$ cat config.mk
export PLATFORM = sky130hd
export DESIGN_NAME = vedic_mul8_seq
export DESIGN_NICKNAME = d
export VERILOG_FILES = /design/src/rtl/vedic_mul8_seq.sv
export SDC_FILE = /design/constraint.sdc
export NUM_CORES = 1
export LEC_CHECK = 0
export ABC_AREA = 1
export BUFFER_PORTS_ARGS = -buffer_cell sky130_fd_sc_hd__buf_2
export CORE_ASPECT_RATIO = 1.4
export CORE_MARGIN = 1
export CORE_UTILIZATION = 28
export CTS_CLUSTER_DIAMETER = 80
export DETAILED_ROUTE_END_ITERATION = 12
export GPL_TIMING_DRIVEN = 0
export PLACE_DENSITY = 0.51
export RECOVER_POWER = 100
export SLEW_MARGIN = 10
export SYNTH_ARGS = -nofsm -noshare
export SYNTH_HDL_FRONTEND = slang
export SYNTH_HIERARCHICAL = 1
export SYNTH_SLANG_ARGS = --single-unit
$ cat constraint.sdc
create_clock -name clk -period 4.75 [get_ports clk]
set_clock_uncertainty 0.2 [all_clocks]
set_input_delay 0.7125 -clock clk [delete_from_list [all_inputs] [get_ports clk]]
set_output_delay 0.7125 -clock clk [all_outputs]
set_load 0.01 [all_outputs]
$ cat src/rtl/vedic_mul8_seq.sv
// Sequential 8x8 unsigned multiplier. A single shared vedic_4x4 core is
// time-multiplexed over four partial-product steps. The partial products
// are accumulated into a 16-bit product, and operands and result move over
// valid/ready handshakes.

// 2x2 Vedic (Urdhva Tiryakbhyam) multiplier built from two half adders.
module vedic_2x2 (
    input  logic [1:0] a,
    input  logic [1:0] b,
    output logic [3:0] p
);
    logic w_t1, w_t2, w_t3, w_s1, w_c1, w_s2, w_c2;

    // Vertical and crosswise products, with their carries rippled upward.
    always_comb begin
        w_t1 = a[1] & b[0];
        w_t2 = a[0] & b[1];
        w_s1 = w_t1 ^ w_t2;
        w_c1 = w_t1 & w_t2;
        w_t3 = a[1] & b[1];
        w_s2 = w_t3 ^ w_c1;
        w_c2 = w_t3 & w_c1;
        p    = {w_c2, w_s2, w_s1, a[0] & b[0]};
    end
endmodule

// 4x4 Vedic multiplier composed of four 2x2 blocks.
module vedic_4x4 (
    input  logic [3:0] a,
    input  logic [3:0] b,
    output logic [7:0] p
);
    logic [3:0] w_q0, w_q1, w_q2, w_q3;

    vedic_2x2 u_q0 (.a(a[1:0]), .b(b[1:0]), .p(w_q0));
    vedic_2x2 u_q1 (.a(a[3:2]), .b(b[1:0]), .p(w_q1));
    vedic_2x2 u_q2 (.a(a[1:0]), .b(b[3:2]), .p(w_q2));
    vedic_2x2 u_q3 (.a(a[3:2]), .b(b[3:2]), .p(w_q3));

    // Combine the four quadrant products. The maximum is 225, so 8 bits cannot overflow.
    always_comb begin
        p = {4'b0000, w_q0} + {2'b00, w_q1, 2'b00}
          + {2'b00, w_q2, 2'b00} + {w_q3, 4'b0000};
    end
endmodule

module vedic_mul8_seq (
    input  logic        clk,
    input  logic        rst,
    input  logic        in_valid,
    output logic        in_ready,
    input  logic [7:0]  a,
    input  logic [7:0]  b,
    output logic        out_valid,
    input  logic        out_ready,
    output logic [15:0] result,
    output logic        busy
);
    localparam logic [1:0] S_IDLE = 2'd0;
    localparam logic [1:0] S_MUL  = 2'd1;
    localparam logic [1:0] S_DONE = 2'd2;

    logic [1:0]  r_state;
    logic [1:0]  r_step;
    logic [7:0]  r_a;
    logic [7:0]  r_b;
    logic [15:0] r_acc;
    logic        r_out_valid;

    logic [3:0]  w_op_a;
    logic [3:0]  w_op_b;
    logic [7:0]  w_pp;
    logic [15:0] w_pp_shift;

    // Step bit 0 selects the a nibble and step bit 1 selects the b nibble.
    always_comb begin
        w_op_a = r_step[0] ? r_a[7:4] : r_a[3:0];
        w_op_b = r_step[1] ? r_b[7:4] : r_b[3:0];
    end

    vedic_4x4 u_core (.a(w_op_a), .b(w_op_b), .p(w_pp));

    // Place the partial product at its weight: lo*lo=0, cross terms=4, hi*hi=8.
    always_comb begin
        case (r_step)
            2'd0:    w_pp_shift = {8'h00, w_pp};
            2'd1:    w_pp_shift = {4'h0, w_pp, 4'h0};
            2'd2:    w_pp_shift = {4'h0, w_pp, 4'h0};
            2'd3:    w_pp_shift = {w_pp, 8'h00};
            default: w_pp_shift = 16'h0000;
        endcase
    end

    // Control FSM, operand capture and accumulation. Reset overrides any handshake.
    always_ff @(posedge clk) begin
        if (rst) begin
            r_state     <= S_IDLE;
            r_step      <= 2'd0;
            r_a         <= 8'h00;
            r_b         <= 8'h00;
            r_acc       <= 16'h0000;
            r_out_valid <= 1'b0;
        end else begin
            case (r_state)
                S_IDLE: begin
                    if (in_valid) begin
                        r_a     <= a;
                        r_b     <= b;
                        r_acc   <= 16'h0000;
                        r_step  <= 2'd0;
                        r_state <= S_MUL;
                    end
                end
                S_MUL: begin
                    r_acc  <= r_acc + w_pp_shift;
                    r_step <= r_step + 2'd1;
                    if (r_step == 2'd3) begin
                        r_state     <= S_DONE;
                        r_out_valid <= 1'b1;
                    end
                end
                S_DONE: begin
                    if (out_ready) begin
                        r_state     <= S_IDLE;
                        r_out_valid <= 1'b0;
                    end
                end
                default: begin
                    r_state     <= S_IDLE;
                    r_step      <= 2'd0;
                    r_acc       <= 16'h0000;
                    r_out_valid <= 1'b0;
                end
            endcase
        end
    end

    // Status outputs are decoded from state registers only.
    always_comb begin
        in_ready  = (r_state == S_IDLE);
        busy      = (r_state != S_IDLE);
        out_valid = r_out_valid;
        result    = r_acc;
    end
endmodule

==> results of run 1 <==
## routing by layer
layer  vias up  share of wire [%]
li1       1587                  -
met3         6                3.1
met5         -                  0
met2        34                 51
met4         0                1.0
met1      1270                 45
## flip-flops by register name (all words and copies together) (netlist names)
signal     cells
out_valid      1
r_b            8
r_a            8
r_state        2
r_step         2
result        16
## critical path, delay by kind of cell, from the launching register on
| family | cells | cell delay (ns) |
|---|---|---|
| adder cells (fa/ha/maj) | 5 | 1.72 |
| AND/OR/NAND/NOR | 9 | 0.77 |
| buffers and inverters | 6 | 0.56 |
| AO/OA/AOI/OAI | 3 | 0.52 |
| flip-flops | 1 | 0.39 |
| XOR/XNOR | 1 | 0.20 |
## stage by stage
step / area (um2) / std cells / TNS, ns / total power [mW]
2_1_floorplan: 3084 / 486 / 0 / 0.4456
3_3_place_gp: 3451 / 665 / -0.1260 / 0.4869
3_5_place_dp: 3451 / 665 / -0.1206 / 0.4885
4_1_cts: 3623 / 673 / 0 / 0.8880
5_1_grt: 3635 / 675 / 0 / 0.9188
6_report: 3635 / 675 / 0 / 0.8713
## final cells by class
type / instances / area, um2 / area share [%]
clock inverter: 3 / 46.29 / 1.274
multi-input combinational: 339 / 1893 / 52.08
inverter: 91 / 346.6 / 9.535
clock buffer: 5 / 125.1 / 3.442
tap: 141 / 176.4 / 4.854
buffer: 19 / 118.9 / 3.270
sequential: 37 / 748.2 / 20.59
timing repair buffer: 40 / 180.2 / 4.957
## how the worst max path moves through the flow
stage	slack [ns]	cells past startpoint	endpoint
after floorplan	0.67	28	result[13]
after global placement	-0.08	27	result[13]
after detailed placement	-0.07	30	result[13]
after CTS	0.03	30	result[13]
after global routing	0.0006	32	result[13]
final	0.32	24	result[15]
## cell families (layout without fill, tap and decap cells)
| kind of cell | count (synthesis) | after routing | share of synthesized area [%] |
|---|---|---|---|
| simple gates | 239 | 239 | 32.13 |
| buf+inv | 110 | 158 | 15.50 |
| compound gates | 63 | 63 | 12.13 |
| flops | 37 | 37 | 24.02 |
| fa+ha+maj | 35 | 35 | 15.66 |
| xor+xnor | 2 | 2 | 0.5681 |
## power by group
group,switching (mW),internal (mW),total [mW]
registers,0.0110,0.325,0.336
logic,0.0891,0.0522,0.141
clock network,0.145,0.249,0.394
total,0.245,0.626,0.871
## what timing repair did
item                                    4_1_cts  5_1_grt
resized for setup                             1       17
hold buffers                                  0        0
endpoints found under the setup margin        2       10
pin swaps                                     0        4
buffers inserted                              0        2
## cells in the final DEF, fill, tap and decap left out, types with 2 or more instances in the layout
cell type	netlist	layout
clkinvlp_4	0	2
o21ai_1	8	8
inv_1	87	85
buf_4	12	14
fa_1	6	5
buf_2	2	20
nor2_1	47	48
nand3_1	20	20
nand2_1	151	148
o21ai_0	13	13
or2_1	3	3
clkbuf_1	2	25
dfxtp_4	0	2
clkbuf_16	0	5
nand3b_1	3	3
o22ai_1	8	7
nor3_2	0	2
dfxtp_1	37	35
ha_1	29	28
inv_2	3	4
nand2_2	3	7
a21oi_2	7	9
a21oi_1	22	21
nand4_1	3	3
==> impl_metrics.py, run 1 <==
metrics = {
    "sta": {
        "hold_violations": 0,
        "relSlewSlack_pct": 46.35,
        "timing.hold.ws_ns": 0.2716,
        "maxSlewViolCount": 0,
        "max_freq_mhz": 225.8,
        "finalSetupViolCount": 0,
        "setup_ws_ns": 0.3207,
        "tightest_slew_ns": 0.8048,
        "rsz0062_at_grt": "no",
        "finalCritPeriodShare_pct": 93.25,
        "finalCriticalPeriod_ns": 4.429,
    },
    "synth": {
        "synth_top_area_cell": "dfxtp_1",
        "synth_top_area_share_pct": 24.02,
        "synth.distinct_cells": 37,
        "synth_cells": 486,
        "yosys-top-cells-count": "151 x nand2_1, 87 x inv_1, 47 x nor2_1",
        "synth_area_leaders": "dfxtp_1 24%, nand2_1 18%, ha_1 12%",
        "ys_ff_latch": 37,
        "synth_nets": 541,
        "synthesis.area_um2": 3084,
        "synth-async-reset-ratio_pct": 0,
        "synth-edff-count": 0,
        "synth_warnings": 6,
        "syn_area_per_cell_um2": 6.346,
        "synth_most_common_cell": "nand2_1",
        "seq_area_frac_synth_pct": 24.02,
        "yosys_most_used_dff": "dfxtp_1",
    },
    "grt": {
        "grt_util_met1_pct": 15.55,
        "grt_pass1_wl_um": 12670,
        "globalRouteOverflowTotal": 0,
        "grt_antenna_before_repair": 0,
        "use_met3_pct": 3.261,
        "use_met2_pct": 25.76,
        "first_global_vias": 2811,
        "track_usage_pct": 13.90,
        "top_usage_layer": "met2",
        "grt_max_degree": 14,
    },
    "critical_path": {
        "start_kind": "flop",
        "cp_max_fo": 6,
        "worst_path_most_repeated_cell": "nand2_1",
        "critical_path_class": "flop to flop",
        "critPathLaunch": "r_step[0]",
        "critPathRequiredTime_ns": 4.77,
        "slowest_stage": "fa_1",
        "path_cells": "clkinvlp_4 > nand2_1 > nand2_1 > nand2_1 > inv_1 > ha_1 > ha_1 > buf_4 > fa_1 > inv_1 > fa_2 > xnor2_1 > inv_1 > o22ai_1 > ha_1 > nand2_1 > inv_1 > a21oi_1 > nand2_2 > nand2_1 > nand2_1 > nand2_1 > nand3_1 > a21oi_2",
        "r2r_end": "result[15]",
        "reg2reg_from": "r_step[0]",
        "max_stage_delay_ns": 0.56,
        "cp.arrival_ns": 4.45,
        "end_kind": "flop",
        "ff2ff_path_depth": 24,
        "r2r_setup_slack_ns": 0.32,
    },
    "power_and_ir_drop": {
        "p_leak_nw": 1.969,
        "power.density_nw_per_um2": 239.7,
        "vdd_ir_drop_max_mv": 0.1516,
    },
    "detailed_routing": {
        "ant_nets": 0,
        "wl_um": 7398,
        "drc_errors": 0,
        "drtIter0Drc": 112,
        "wl_per_cell_um": 10.96,
        "route.vias.total": 2897,
        "firstDrtPassIters": 4,
        "viasPerCell": 4.292,
    },
    "clock_network": {
        "cts-root-buf": "clkbuf_16",
        "cts-htree-levels": 2,
        "cts_tree": "done",
        "cts_buffer_depth": 2,
        "clock_latency_ns": 0.29,
        "numCtsBuffers": 5,
        "path_clk_slew_ns": 0.06,
        "numClockSinks": 37,
    },
    "cells_and_area": {
        "fin_util_pct": 33.62,
        "insertedDiodeCount": 0,
        "nets": 588,
        "syn2layout_area_growth_pct": 17.85,
        "drive_gt1_share_pct": 13.86,
        "n_fill_cell": 1249,
    },
    "die": {
        "core_um2": 10810,
        "die_h_um": 126.2,
        "ioPinCount": 39,
        "design.die.area_um2": 11440,
        "die_x_um": 90.70,
        "initial_core_util_pct": 28.53,
        "num_rows": 45,
    },
    "hold_path": {
        "min_path_type": "flop to flop",
        "hold_depth": 2,
        "min_from": "out_valid",
        "holdPathEnd": "out_valid",
    },
    "place": {
        "io_buffers": 38,
        "hpwl_um": 6074,
        "post-place-ws_ns": -0.07101,
        "gp_congestion": 0.8264,
    },
    "job": {
        "max-cap-violations": 0,
    },
    "run_status": {
        "status": "finished clean",
    },
}
Note: power is estimated with default switching activity, not from simulation.
==> run 2: changes to the inputs <==
--- a/config.mk
+++ b/config.mk
@@ -12,9 +12,10 @@
 export CORE_UTILIZATION = 28
 export CTS_CLUSTER_DIAMETER = 80
 export DETAILED_ROUTE_END_ITERATION = 12
+export GPL_ROUTABILITY_DRIVEN = 0
 export GPL_TIMING_DRIVEN = 0
-export PLACE_DENSITY = 0.51
 export RECOVER_POWER = 100
+export SKIP_CTS_REPAIR_TIMING = 1
 export SLEW_MARGIN = 10
 export SYNTH_ARGS = -nofsm -noshare
 export SYNTH_HDL_FRONTEND = slang
==> run 2 against run 1 <==
Effect of this change:
- global-route usage fell by 0.63 points
- setup slack got worse by 0.017 ns
- die area did not move
- design area fell by 1.1%
- worst hold slack got worse by 0.0026 ns
- clock power barely moved
- highest routed layer unchanged
==> impl_metrics.py, run 2 (synthesized netlist as in run 1, its figures left out) <==
metrics = {
    "clock_network": {
        "numCtsBuffers": 5,
        "numClockSinks": 37,
        "cts-root-buf": "clkbuf_16",
        "path_clk_slew_ns": 0.06,
        "cts-htree-levels": 2,
        "clock_latency_ns": 0.28,
        "cts_tree": "done",
        "cts_buffer_depth": 2,
    },
    "cells_and_area": {
        "final_common_cell": "nand2_1",
        "final_cell_mix": "152 x nand2_1, 87 x inv_1, 48 x nor2_1, 35 x dfxtp_1, 29 x ha_1",
        "fin_cells": 673,
        "n_fill_cell": 1212,
        "nets": 586,
        "syn2layout_area_growth_pct": 16.55,
        "drive_gt1_share_pct": 11.65,
        "largest_reg_flops": 16,
        "insertedDiodeCount": 0,
    },
    "sta": {
        "finalCritPeriodShare_pct": 93.61,
        "finalCriticalPeriod_ns": 4.447,
        "totalNegativeSetupSlack_ns": 0,
        "finalSetupViolCount": 0,
        "relSlewSlack_pct": 41.66,
        "hold_violations": 0,
        "max_freq_mhz": 224.9,
        "tightest_slew_ns": 0.8750,
        "timing.hold.ws_ns": 0.2690,
        "maxSlewViolCount": 0,
    },
    "grt": {
        "grt_max_degree": 13,
        "grt_antenna_before_repair": 0,
        "track_usage_pct": 13.28,
        "first_global_vias": 2912,
        "globalRouteOverflowTotal": 0,
        "grt_pass1_wl_um": 12410,
    },
    "critical_path": {
        "critPathRequiredTime_ns": 4.69,
        "end_kind": "flop",
        "start_kind": "flop",
        "slowest_stage": "fa_1",
        "cp_top_family": "adder cells",
        "crit_buf_inv": 9,
        "max_stage_delay_ns": 0.41,
        "cp_max_fo": 7,
        "worst_path_most_repeated_cell": "nand2_1",
        "cp.arrival_ns": 4.39,
        "critical_path_class": "flop to flop",
    },
    "detailed_routing": {
        "drc_errors": 0,
        "wl_um": 7284,
        "viasPerCell": 4.421,
        "drtIter0Drc": 58,
        "firstDrtPassIters": 4,
        "route.vias.total": 2975,
        "ant_nets": 0,
        "wl_per_cell_um": 10.82,
    },
    "die": {
        "ioPinCount": 39,
        "die_h_um": 126.2,
        "core_um2": 10810,
        "num_rows": 45,
        "design.die.area_um2": 11440,
        "die_x_um": 90.70,
        "initial_core_util_pct": 28.53,
    },
    "power_and_ir_drop": {
        "p_leak_nw": 1.973,
        "vdd_ir_drop_max_mv": 0.2147,
        "power.density_nw_per_um2": 242.6,
        "power_mw": 0.8722,
    },
    "place": {
        "hpwl_um": 5978,
        "io_buffers": 38,
        "dp_cells": 665,
    },
    "hold_path": {
        "min_path_type": "flop to flop",
    },
    "run_status": {
        "status": "finished clean",
    },
    "job": {
        "max-cap-violations": 0,
    },
}
==> run 2: final timing paths <==
path	from	end	slack, ns	depth (start not counted)
max	r_step[0]	result[13]	0.30	31
min	out_valid	out_valid	0.27	2
min reg2reg	out_valid	out_valid	0.27	2
max reg2reg	r_step[0]	result[13]	0.30	31
==> run 2: report_power, final <==
part           switching (mW)  internal, mW
registers              0.0105         0.325
logic                  0.0881        0.0514
clock network           0.135         0.262
total                   0.233         0.639
==> run 2: routing by layer <==
| layer | part of all wire (%) | GRT usage (%) |
|---|---|---|
| met2 | 52 | 25.49 |
| met4 | 2.0 | 5.123 |
| met1 | 44 | 13.97 |
| met3 | 2.2 | 2.597 |
| met5 | 0 | 0 |
==> run 2: final cells by class <==
cell class	instances	area, um2	share of cell area [%]
Buffer	19	125.1	3.481
Clock buffer	6	138.9	3.864
Clock inverter	2	37.54	1.044
Inverter	91	344.1	9.572
Multi-Input combinational cell	339	1859	51.72
Sequential cell	37	748.2	20.81
Tap cell	141	176.4	4.908
Timing Repair Buffer	38	165.2	4.594
==> run 2: tightest hold or removal path, stage by stage (launching register included) <==
cell      delay, ns
dfxtp_1        0.31
inv_1          0.05
a221oi_1       0.06
==> run 2: per-stage QoR <==
stage	setup WS [ns]	instance area, um2	utilization, %
2_1_floorplan	0.6670	3084	-
4_1_cts	-0.01669	3627	33.55
5_1_grt	-0.01450	3595	33.25
6_report	0.3034	3595	33.25
3_3_place_gp	0.05514	3451	31.92
3_5_place_dp	0.001449	3451	31.92
